**src/rtl/imem_loader.sv**
```systemverilog
// imem_loader
//   Packs a byte stream (valid/ready) into little-endian instruction words and
//   writes them to instruction memory at byte addresses stepping by BPW. The
//   CPU is held while a load runs. The load ends with a checksum byte, which is
//   the modulo-256 sum of all data bytes, and then a one-cycle done pulse.
//
// Ports
//   clk, rst          : clock, synchronous active-high reset
//   start, word_count : load request (honoured in IDLE only) and word count
//   byte_valid/ready  : byte stream handshake, byte_data is the payload
//   mem_we/addr/wdata : instruction memory write port (one-cycle writes)
//   busy, cpu_hold    : status and processor stall
//   done, error       : completion pulse and sticky checksum-mismatch flag
module imem_loader #(
  parameter int                     INS_ADDRESS = 32,
  parameter int                     INS_W       = 32,
  parameter int                     CNT_W       = 16,
  parameter logic [INS_ADDRESS-1:0] BASE_ADDR   = '0
) (
  input  logic                   clk,
  input  logic                   rst,
  input  logic                   start,
  input  logic [CNT_W-1:0]       word_count,
  input  logic                   byte_valid,
  input  logic [7:0]             byte_data,
  output logic                   byte_ready,
  output logic                   mem_we,
  output logic [INS_ADDRESS-1:0] mem_addr,
  output logic [INS_W-1:0]       mem_wdata,
  output logic                   busy,
  output logic                   cpu_hold,
  output logic                   done,
  output logic                   error
);

  localparam int BPW   = INS_W / 8;
  localparam int IDX_W = (BPW > 1) ? $clog2(BPW) : 1;
  localparam logic [IDX_W-1:0] LAST_IDX = IDX_W'(BPW - 1);

  typedef enum logic [2:0] {S_IDLE, S_RECV, S_WRITE, S_CHECK, S_DONE} state_t;

  state_t                 state_q, state_d;
  logic [INS_ADDRESS-1:0] addr_q, addr_d;
  logic [IDX_W-1:0]       byte_idx_q, byte_idx_d;
  logic [7:0]             sum_q, sum_d;
  logic [CNT_W-1:0]       words_left_q, words_left_d;
  logic [INS_W-1:0]       word_q, word_d;
  logic                   byte_ready_q, byte_ready_d;
  logic                   mem_we_q, mem_we_d;
  logic [INS_ADDRESS-1:0] mem_addr_q, mem_addr_d;
  logic [INS_W-1:0]       mem_wdata_q, mem_wdata_d;
  logic                   busy_q, busy_d;
  logic                   cpu_hold_q, cpu_hold_d;
  logic                   done_q, done_d;
  logic                   error_q, error_d;

  logic                   xfer;
  logic [INS_W-1:0]       word_next;

  // byte_ready_q already reflects the current state, so it qualifies transfers.
  assign xfer = byte_valid & byte_ready_q;

  // Word with the incoming byte dropped into the lane selected by byte_idx.
  for (genvar gi = 0; gi < BPW; gi++) begin : g_lane
    assign word_next[8*gi +: 8] = (byte_idx_q == IDX_W'(gi)) ? byte_data
                                                             : word_q[8*gi +: 8];
  end

  always_comb begin
    state_d      = state_q;
    addr_d       = addr_q;
    byte_idx_d   = byte_idx_q;
    sum_d        = sum_q;
    words_left_d = words_left_q;
    word_d       = word_q;
    mem_addr_d   = mem_addr_q;
    mem_wdata_d  = mem_wdata_q;
    error_d      = error_q;

    case (state_q)
      S_IDLE: begin
        if (start) begin
          error_d = 1'b0;
          if (word_count != '0) begin
            state_d      = S_RECV;
            addr_d       = BASE_ADDR;
            byte_idx_d   = '0;
            sum_d        = '0;
            words_left_d = word_count;
          end else begin
            state_d = S_DONE;
          end
        end
      end
      S_RECV: begin
        if (xfer) begin
          sum_d  = sum_q + byte_data;
          word_d = word_next;
          if (byte_idx_q == LAST_IDX) begin
            // Write port is loaded here so it is valid throughout WRITE.
            state_d     = S_WRITE;
            mem_addr_d  = addr_q;
            mem_wdata_d = word_next;
          end else begin
            byte_idx_d = byte_idx_q + IDX_W'(1);
          end
        end
      end
      S_WRITE: begin
        addr_d       = addr_q + INS_ADDRESS'(BPW);
        words_left_d = words_left_q - CNT_W'(1);
        byte_idx_d   = '0;
        state_d      = (words_left_q == CNT_W'(1)) ? S_CHECK : S_RECV;
      end
      S_CHECK: begin
        if (xfer) begin
          error_d = (byte_data != sum_q);
          state_d = S_DONE;
        end
      end
      S_DONE: begin
        state_d = S_IDLE;
      end
      default: begin
        state_d = S_IDLE;
      end
    endcase

    // Outputs are registered, so they are decoded from the next state.
    byte_ready_d = (state_d == S_RECV) || (state_d == S_CHECK);
    mem_we_d     = (state_d == S_WRITE);
    busy_d       = (state_d != S_IDLE);
    cpu_hold_d   = (state_d != S_IDLE);
    done_d       = (state_d == S_DONE);
  end

  always_ff @(posedge clk) begin
    if (rst) begin
      state_q      <= S_IDLE;
      addr_q       <= '0;
      byte_idx_q   <= '0;
      sum_q        <= '0;
      words_left_q <= '0;
      word_q       <= '0;
      byte_ready_q <= 1'b0;
      mem_we_q     <= 1'b0;
      mem_addr_q   <= '0;
      mem_wdata_q  <= '0;
      busy_q       <= 1'b0;
      cpu_hold_q   <= 1'b0;
      done_q       <= 1'b0;
      error_q      <= 1'b0;
    end else begin
      state_q      <= state_d;
      addr_q       <= addr_d;
      byte_idx_q   <= byte_idx_d;
      sum_q        <= sum_d;
      words_left_q <= words_left_d;
      word_q       <= word_d;
      byte_ready_q <= byte_ready_d;
      mem_we_q     <= mem_we_d;
      mem_addr_q   <= mem_addr_d;
      mem_wdata_q  <= mem_wdata_d;
      busy_q       <= busy_d;
      cpu_hold_q   <= cpu_hold_d;
      done_q       <= done_d;
      error_q      <= error_d;
    end
  end

  assign byte_ready = byte_ready_q;
  assign mem_we     = mem_we_q;
  assign mem_addr   = mem_addr_q;
  assign mem_wdata  = mem_wdata_q;
  assign busy       = busy_q;
  assign cpu_hold   = cpu_hold_q;
  assign done       = done_q;
  assign error      = error_q;

endmodule

```
**config.mk**
```make
export PLATFORM = sky130hd
export DESIGN_NAME = imem_loader
export DESIGN_NICKNAME = d
export VERILOG_FILES = /design/src/rtl/imem_loader.sv
export SDC_FILE = /design/constraint.sdc
export NUM_CORES = 1
export LEC_CHECK = 0
export CAP_MARGIN = 20
export CORE_AREA = 3 3 100 150
export CTS_CLUSTER_SIZE = 28
export DETAILED_ROUTE_END_ITERATION = 10
export DIE_AREA = 0 0 103 153
export PLACE_DENSITY = 0.78
export SLEW_MARGIN = 15
export SYNTH_ARGS = -nofsm -noshare
export SYNTH_HDL_FRONTEND = slang
export SYNTH_SLANG_ARGS = --single-unit
```
**constraint.sdc**
```tcl
create_clock -name clk -period 3 [get_ports clk]
set_input_delay 0.6 -clock clk [delete_from_list [all_inputs] [get_ports clk]]
set_output_delay 0.6 -clock clk [all_outputs]
set_load 0.1 [all_outputs]
```
# == Word-level counts from Yosys, hierarchy flattened ==
# Index checks and enable logic that the tools add are counted.
# word_totals
elab_cells,79
ff_bits,162
in_bits,28
out_inout_bits,70
# classes
mux,29
eq_ne,17
addsub,4
bitwise,1
n_reduce_logical,15
# ops
op,n
2-to-1 mux 32 bit,2
case mux 32 bit (2 select lines),1
2-to-1 mux 8 bit,7
"adder 32 x 3 -> 32 bit, second input constant",1
2-to-1 mux 16 bit,2
case mux 16 bit (2 select lines),1
"equality test 16 x 1 -> 1 bit, second input constant",1
case mux 8 bit (2 select lines),1
nonzero test 16 bit,1
"subtractor 16 x 1 -> 16 bit, second input constant",1
2-to-1 mux 3 bit,5
"equality test 3 x 2 -> 1 bit, second input constant",4
case mux 3 bit (4 select lines),1
2-to-1 mux 2 bit,5
"inequality test 2 bit, second input constant",5
AND reduction 3 bit,3
adder 8 bit,1
inequality test 8 bit,1
"equality test 3 x 1 -> 1 bit, second input constant",2
case mux 2 bit (3 select lines),1
nonzero test 2 bit,3
nonzero test 3 bit,2
AND reduction 5 bit,1
"equality test 2 bit, second input constant",2
other kinds (11),12

# == Logic depth before layout (Yosys ltp) ==
# Gate-level depths: netlist of run 1.
# depth
ltp_word,6
ltp_mapped,8
mapped_depth_nobuf,7

# == Worst setup path after synthesis of run 1 ==
# OpenSTA, ideal clock, no wires.
# synth_timing
kind,reg-to-reg
start,register byte_ready_q (netlist: byte_ready)
end,register sum_q[7]
t_required_ns,2.926
path_buffers,2
setup_slack_ns,0.465
setup_time_ns,0.074
arrival_ns,2.461
stages_incl_launch_ff,7
synth_period_minus_slack_ns,2.535
cell_sequence,dfxtp_1 -> and2_1 -> clkbuf_1 -> and2_1 -> clkbuf_1 -> or4b_2 -> a31oi_1
# synth_between
elab_chain_cells,3
# synth_rtl
item,line_no,text
from (decl),48,"logic byte_ready_q, byte_ready_d;"
from (signal assigned),160,byte_ready_q <= byte_ready_d;
AND 1 bit,61,assign xfer = byte_valid & byte_ready_q;
inequality test 2 bit (no line),--,
AND reduction 4 bit (no line),--,
to (signal assigned),157,sum_q <= sum_d;
to (decl),45,"logic [7:0] sum_q, sum_d;"
# No other way between the ends.
# A chain may end at the register's enable or synchronous reset.

# == Final worst setup path of run 1 ==
# layout_timing
start,input port word_count[13]
end,register words_left_q[0]
# layout_between
elab_chain_cells,3
# layout_rtl
item,line_no,text
from (decl),23,"input logic [CNT_W-1:0] word_count,"
nonzero test 16 bit,84,if (word_count != '0) begin
inequality test 2 bit (no line),--,
AND reduction 3 bit (no line),--,
to (signal assigned),158,words_left_q <= words_left_d;
to (decl),46,"logic [CNT_W-1:0] words_left_q, words_left_d;"
# No other way between the ends.

==> results by group, run 1 <==
STA
  • Worst slew margin: between 50% and 60%
  • Final Max Slew Viols: 0
  • Worst Tran Pin Value: between 0.7 and 0.8 ns
  • WHS: 0.4518 ns
  • Max Fclk: 399.3 MHz
  • Endpoints failing setup: 0
  • Setup TNS: 0 ns
  • Clock skew: around 0.011 ns
  • Period utilization: ~83%
  • RSZ-0062 raised after global routing: false
  • Final min period: 2.505 ns
  • Hold Violations, Final: 0

Detailed routing
  • Post-route DRC: 0
  • Avg WL per Cell: 16.25 um
  • Post-DRT Antenna Nets: 0
  • DRT Wirelength: about 18000 um
  • Vias per cell: ~5.8
  • Via Count: 6312
  • DR pass1 iterations: 5
  • DR iter-0 viols: 382

Cells and area
  • Commonest cells after routing, fill and taps aside: dfxtp_1, nand2_1, buf_4, a21oi_1, nor2_1
  • Footprint of the multi-input gates: approximately 0.0035 mm2
  • Inserted Diodes: 0
  • Total Nets Final: 960
  • Non-filler cells, final: ~1100
  • Seq. cell area: ~0.003 mm2
  • Leading cell type in the layout, fill and taps excluded: dfxtp_1
  • Fill cells: 1215
  • Share of cells above drive strength 1: 15.27%
  • Area Overhead vs Synth: 23.26%

Floorplanning
  • I/O pin total: 98
  • # rows: 53
  • Core ar.: 0.01393 mm2
  • DIE AREA: 0.01576 mm2
  • Starting Density: just under 50%
  • Die span in y: approximately 150 um
  • Die Wd: between 100 and 150 um

Clock tree
  • CTS tree: done
  • Setup Fix Bufs, Post-CTS: 0
  • Num CTS Buffers: 17
  • H-Tree Depth: 4
  • Clk_lat worst skew: 0.42 ns
  • Root buf cell: clkbuf_16
  • Hold buffers post-CTS: 0
  • CTS sink count: 150
  • Clock Tree Buf Depth: 2
  • Quantity of gates resized following cts: 0
  • Reg clk slew, reported paths: around 0.060 ns

Logic synthesis
  • Async SR Flop Fraction: 0%
  • Synth cell types: 59
  • Register area share after synthesis: between 40% and 50%
  • Cells after synthesis: 840
  • Synthesized area per cell: between 8 and 9 um2
  • FF+latch count, synth: 150
  • Top FF cell, synth: dfxtp_1
  • Post-synth EDFFs: 0
  • Syn. warnings: 0
  • Area of the mapped netlist: 0.006837 mm2

Placed design
  • Hpwl dp: approximately 12000 um
  • Placed cells: 1063
  • Port Buffers: 95
  • GP Congestion: between 0.8 and 0.9

Min path
  • Min-delay worst type: reg2reg

Power
  • Comb pwr share: 7.7%
  • P_leak: between 3 and 4 nW
  • Clk pwr share: 48.8%
  • Peak VDD IR: approximately 0.36 mV
  • Net Switching: between 1 and 1.5 mW
  • Sequential Power Share: a little over two fifths
  • Pwr/cell area: roughly 560 mW/mm2
  • Int Power: around 3.6 mW
  • Switching portion of total power: between 20% and 30%

Worst setup path
  • Crit path max-delay family: buffers and inverters
  • Startpoint Class: primary input
  • CP peak stage delay: around 0.45 ns
  • CP Depth: 8
  • Reg2reg end: words_left_q[13]$_SDFFE_PP0P_
  • Nature of the critical path endpoint: register
  • Buffers and inverters on the worst path: 3
  • Reg2Reg Setup Slack: about 0.67 ns
  • Worst-path fanout max: 16
  • CP Capture Point: words_left_q[0]$_SDFFE_PP0P_
  • Critical Path Start: word_count[13]
  • Worst-path cell chain: clkdlybuf4s50_1 > nor4_1 > nand4_1 > buf_4 > buf_4 > o21a_1 > a211oi_1 > a211oi_1
  • Crit path kind: in2reg
  • Worst R2R Start: words_left_q[3]$_SDFFE_PP0P_
  • Worst Path Arrival: roughly 2.8 ns
  • Worst R2R Path Depth: 5
  • Critical path's slowest cell: clkdlybuf4s50_1
  • Worst path required time: 3.27 ns

Global routing
  • First-pass GRT wire length: 29150 um
  • Vias in the first global route: approximately 6000
  • Total GRT Usage: ~23%
  • GR Overflow Total: 0
  • Initial antenna violation count: 0
  • Pin count of the biggest net entering global routing: 79

Job
  • Max Cap Viol: 0

Status
  • Status: completed
## synth_stat cells, types with 2 or more instances
master,instances,area (um2)
o21ai_0,29,145.1
or3_1,10,62.56
o21a_1,2,15.01
nor4bb_1,2,20.02
a22oi_1,7,52.55
nor4_1,12,75.07
xor2_1,16,140.1
ha_1,14,175.2
o31ai_1,3,22.52
nor3b_1,2,15.01
o2111ai_1,10,87.58
dfxtp_1,150,3003
nor2_1,78,292.8
or4_4,3,33.78
buf_4,3,22.52
xnor2_1,5,43.79
a22o_1,2,17.52
a21o_1,2,15.01
and3_1,8,50.05
nand2b_1,5,31.28
buf_1,6,22.52
o211ai_1,18,135.1
a31oi_1,6,37.54
clkbuf_1,56,210.2
nor3_1,15,75.07
and2_1,6,37.54
or4_1,6,45.04
nand3_1,34,170.2
nand2_1,137,514.2
a21oi_1,91,455.4
inv_1,13,48.80
a211oi_1,30,225.2
nand4_1,9,56.30
mux2i_1,25,250.2
## worst min-delay path: stages (launching register included)
cell and delay (ns):
dfxtp_1 0.30, nand2_1 0.05, a21oi_1 0.05
## registers in the layout, indices dropped and copies added, names as in the netlist
register and count:
mem_wdata 32, byte_idx_q 2, mem_addr 30, state_q 3, done 1, mem_we 1
byte_ready 1, addr_q 30, sum_q 8, error 1, words_left_q 16, word_q 24
cpu_hold 1
## stage by stage
| step | util [%] | instance area, um2 | power (mW) | setup slack [ns] |
|---|---|---|---|---|
| floorplan | - | 6840 | 2.312 | 0.4649 |
| global placement | 55.90 | 7785 | 2.433 | 0.1231 |
| detailed placement | 55.90 | 7785 | 2.436 | 0.07775 |
| CTS | 60.51 | 8427 | 4.710 | 0.5112 |
| global route | 60.51 | 8427 | 4.817 | 0.2694 |
| finish | 60.51 | 8427 | 4.680 | 0.4955 |
## worst min path at each step
stage,depth (start not counted),start,to
after floorplan,2,addr_q[18]$_SDFFE_PP0P_,mem_addr[18]$_SDFFE_PP0P_
after global placement,2,word_q[22]$_SDFFE_PP0P_,word_q[22]$_SDFFE_PP0P_
after detailed placement,2,word_q[7]$_SDFFE_PP0P_,word_q[7]$_SDFFE_PP0P_
after CTS,2,word_q[7]$_SDFFE_PP0P_,word_q[7]$_SDFFE_PP0P_
after global routing,2,mem_addr[19]$_SDFFE_PP0P_,mem_addr[19]$_SDFFE_PP0P_
final,2,word_q[22]$_SDFFE_PP0P_,word_q[22]$_SDFFE_PP0P_
## metal layers
| metal | routed length (um) | GRT usage (%) |
|---|---|---|
| met1 | 7090 | 27.73 |
| met2 | 9064 | 38.48 |
| met3 | 786 | 3.836 |
| met4 | 852 | 13.02 |
| met5 | 0 | 0 |
## power groups by stage
stage	Combinational [mW]	Clock [mW]	Sequential [mW]
floorplan	0.223	0	2.09
global placement	0.351	0	2.08
detailed placement	0.354	0	2.08
CTS	0.356	2.32	2.04
global route	0.390	2.38	2.04
finish	0.359	2.28	2.04
## kinds of logic (layout without fill, tap and decap cells)
| kind of cell | after synthesis | count (layout) | share of synthesized area [%] |
|---|---|---|---|
| fa+ha+maj | 15 | 15 | 2.855 |
| buf+inv | 80 | 169 | 4.685 |
| xor+xnor | 21 | 21 | 2.690 |
| mux | 25 | 25 | 3.660 |
| simple gates | 333 | 333 | 22.35 |
| other cells | 1 | 2 | 0.05485 |
| compound gates | 215 | 215 | 19.78 |
| flops | 150 | 150 | 43.92 |
## area by class of cell
class | instances | area share (%)
clock inverter | 12 | 2.079
tap | 165 | 2.450
sequential | 150 | 35.63
clock buffer | 20 | 5.538
multi-input combinational | 611 | 41.75
timing repair buffer | 124 | 11.97
inverter | 13 | 0.5791
Power figures use the tool's default switching activity.
==> run 2: changes to the inputs <==
CORE_AREA = 3 3 101 151   (was 3 3 100 150)
DIE_AREA = 0 0 104 154   (was 0 0 103 153)
PLACE_DENSITY = 0.8   (was 0.78)
clock period = 2.3 ns   (was 3 ns; I/O delays follow)
==> run 2 against run 1 <==
- global-route usage fell by 1.1 points
- final area rose by 5.4%
- utilization rose by 2.7 points
- die area rose by 1.6%
- critical endpoint is now sum_q[7]$_SDFFE_PP0P_
- via count rose by 3.0%
- sequential share of layout area fell by 1.8 points
- clock-buffer cell count did not move
- non-clock buffer count rose by 54
- sequential power rose by 30%
- cell count rose by 7.5%
- worst setup slack got worse by 0.40 ns
- critical path depth fell by 1
==> results by group, run 2 (synthesized netlist as in run 1, its figures left out) <==
Global routing
  • Vias in the first global route: 6250 (was 5903)
  • First-pass GRT wire length: 29190 um (was 29150 um)
  • Pin count of the biggest net entering global routing: 97 (was 79)
  • Total GRT Usage: 22.03% (was 23.18%)
  • Initial antenna violation count: 1 (was 0)
  • GR Overflow Total: 0 (unchanged)

Placed design
  • Placed cells: 1144 (was 1063)
  • Port Buffers: 95 (unchanged)
  • Worst slack at placement: -0.3505 ns (was 0.07775 ns)
  • Hpwl dp: 12460 um (was 12260 um)
  • GP Congestion: 0.9188 (was 0.8878)

Worst setup path
  • Crit path max-delay family: simple AND/OR/NAND/NOR gates (was buffers and inverters)
  • Startpoint Class: primary input (unchanged)
  • Nature of the critical path endpoint: register (unchanged)
  • CP peak stage delay: 0.62 ns (was 0.45 ns)
  • Worst Path Arrival: 2.55 ns (was 2.78 ns)
  • Crit path kind: in2reg (unchanged)
  • Worst-path cell chain: clkdlybuf4s50_1 > ha_1 > a21oi_2 > o2111ai_2 > and3_1 > or4b_2 > a31oi_1 (was clkdlybuf4s50_1 > nor4_1 > nand4_1 > buf_4 > buf_4 > o21a_1 > a211oi_1 > a211oi_1)
  • Critical path's slowest cell: or4b_2 (was clkdlybuf4s50_1)
  • Reg2Reg Setup Slack: 0.14 ns (was 0.67 ns)
  • Worst path required time: 2.65 ns (was 3.27 ns)
  • Buffers and inverters on the worst path: 1 (was 3)
  • Worst-path fanout max: 2 (was 16)

Detailed routing
  • Avg WL per Cell: 15.15 um (was 16.25 um)
  • DR pass1 iterations: 5 (unchanged)
  • Post-DRT Antenna Nets: 0 (unchanged)
  • DR iter-0 viols: 330 (was 382)
  • Via Count: 6503 (was 6312)
  • DRT Wirelength: 17840 um (was 17790 um)
  • Vias per cell: 5.525 (was 5.764)
  • Post-route DRC: 0 (unchanged)

Cells and area
  • Total Nets Final: 1014 (was 960)
  • Commonest cells after routing, fill and taps aside: dfxtp_1, buf_4, nand2_1, a21oi_1, nor2_1 (was dfxtp_1, nand2_1, buf_4, a21oi_1, nor2_1)
  • Max reg flops: 32 (unchanged)
  • Share of cells above drive strength 1: 20.53% (was 15.27%)
  • Post-Route Utilization: 63.20% (was 60.51%)
  • Non-filler cells, final: 1177 (was 1095)
  • Area Overhead vs Synth: 29.96% (was 23.26%)

Clock tree
  • Root buf cell: clkbuf_16 (unchanged)
  • Reg clk slew, reported paths: 0.06 ns (about the same)
  • CTS tree: done (unchanged)
  • Clk_lat worst skew: 0.42 ns (about the same)
  • H-Tree Depth: 4 (unchanged)
  • Num CTS Buffers: 17 (unchanged)
  • CTS sink count: 150 (unchanged)
  • Hold buffers post-CTS: 0 (unchanged)
  • Clock Tree Buf Depth: 2 (unchanged)

Power
  • Comb pwr share: 9.0% (was 7.7%)
  • Total power: 6.028 mW (was 4.680 mW)
  • Sequential Power Share: 44.1% (was 43.6%)
  • Net Switching: 1.495 mW (was 1.080 mW)
  • Int Power: 4.533 mW (was 3.601 mW)
  • P_leak: 3.374 nW (was 3.107 nW)
  • Pwr/cell area: 678.5 mW/mm2 (was 555.4 mW/mm2)
  • Clk pwr share: 46.9% (was 48.8%)
  • Peak VDD IR: 0.4757 mV (was 0.3647 mV)
  • Switching portion of total power: 24.80% (was 23.07%)

STA
  • Slack of the critical path: 0.09782 ns (was 0.4955 ns)
  • Period utilization: roughly 96%
  • Max Fclk: ~450 MHz
  • Hold Violations, Final: 0 (unchanged)
  • Worst Tran Pin Value: 0.7583 ns (was 0.7500 ns)
  • Final min period: 2.202 ns
  • Final Max Slew Viols: 0 (unchanged)
  • Endpoints failing setup: 0 (unchanged)
  • Worst slew margin: 49.44% (was 50.00%)
  • Clock skew: 0.01089 ns (was 0.01139 ns)

Floorplanning
  • # rows: 53 (unchanged)
  • Core ar.: 0.01406 mm2 (was 0.01393 mm2)
  • Die span in y: 154 um (was 153 um)
  • Starting Density: 48.63% (was 49.09%)
  • DIE AREA: 0.01602 mm2 (was 0.01576 mm2)
  • I/O pin total: 98 (unchanged)
  • Die Wd: 104 um (was 103 um)

Status
  • Status: completed (unchanged)

Job
  • Max Cap Viol: 0 (unchanged)

Min path
  • Min-delay worst type: in2reg (was reg2reg)
[run 2: cell count changes in the layout (fill, tap and decap cells not counted), moves of 2 or more]
cell       previous run  this run
buf_12                1         3
buf_4                97       149
bufinv_16             4         2
clkinv_4              2         0
inv_6                 0         5
nor4_1               12         8
nor4_2                0         4
[run 2: worst paths after layout]
| kind | cells past startpoint | startpoint | to |
|---|---|---|---|
| worst min register to register | 2 | mem_addr[22]$_SDFFE_PP0P_ | mem_addr[22]$_SDFFE_PP0P_ |
| worst min-delay path | 2 | rst | addr_q[2]$_SDFFE_PP0P_ |
| worst max-delay path | 7 | byte_data[1] | sum_q[7]$_SDFFE_PP0P_ |
| worst max register to register | 5 | words_left_q[4]$_SDFFE_PP0P_ | words_left_q[13]$_SDFFE_PP0P_ |
[run 2: per-stage QoR]
stage	cell area, um2	setup TNS, ns	hold WS [ns]
after floorplan	6842	0	0.4319
after global routing	8885	-0.006644	0.4033
after CTS	8847	0	0.3908
final	8885	0	0.4009
after detailed placement	8250	-11.91	0.4463
after global placement	8250	-9.495	0.4408
[run 2: cell type report]
| cell class | instances | area (um2) |
|---|---|---|
| fill | 1225 | 5174 |
| multi-input combinational | 611 | 3553 |
| sequential | 150 | 3004 |
| timing repair buffer | 178 | 1439 |
| clock buffer | 20 | 456.7 |
| tap | 192 | 240.2 |
| clock inverter | 12 | 140.1 |
| inverter | 13 | 48.80 |
| antenna | 1 | 2.502 |
[run 2: layer usage]
layer / track usage [%] / vias up / wire (um)
li1: - / 3245 / -
met1: 24.75 / 3029 / 7156
met2: 38.42 / 177 / 9173
met3: 4.704 / 52 / 826
met4: 12.67 / 0 / 680
met5: 0 / - / 0
[run 2: timing repair]
action / CTS / global route
setup buffers: 0 / 0
setup endpoints to repair: 0 / 13
resized for setup: 0 / 6
[run 2: worst register-to-register path, delay by kind of cell, from the launching register on]
family	cells	cell delay (ns)
flops	1	0.34
compound gates	2	0.15
simple gates	3	1.55
[run 2: power groups by stage]
stage          sequential (mW)  combinational [mW]  clock, mW
2_1_floorplan             2.73               0.291          0
3_3_place_gp              2.71               0.528          0
3_5_place_dp              2.71               0.532          0
4_1_cts                   2.66               0.535       2.86
5_1_grt                   2.66               0.586       2.97
6_report                  2.66               0.543       2.83
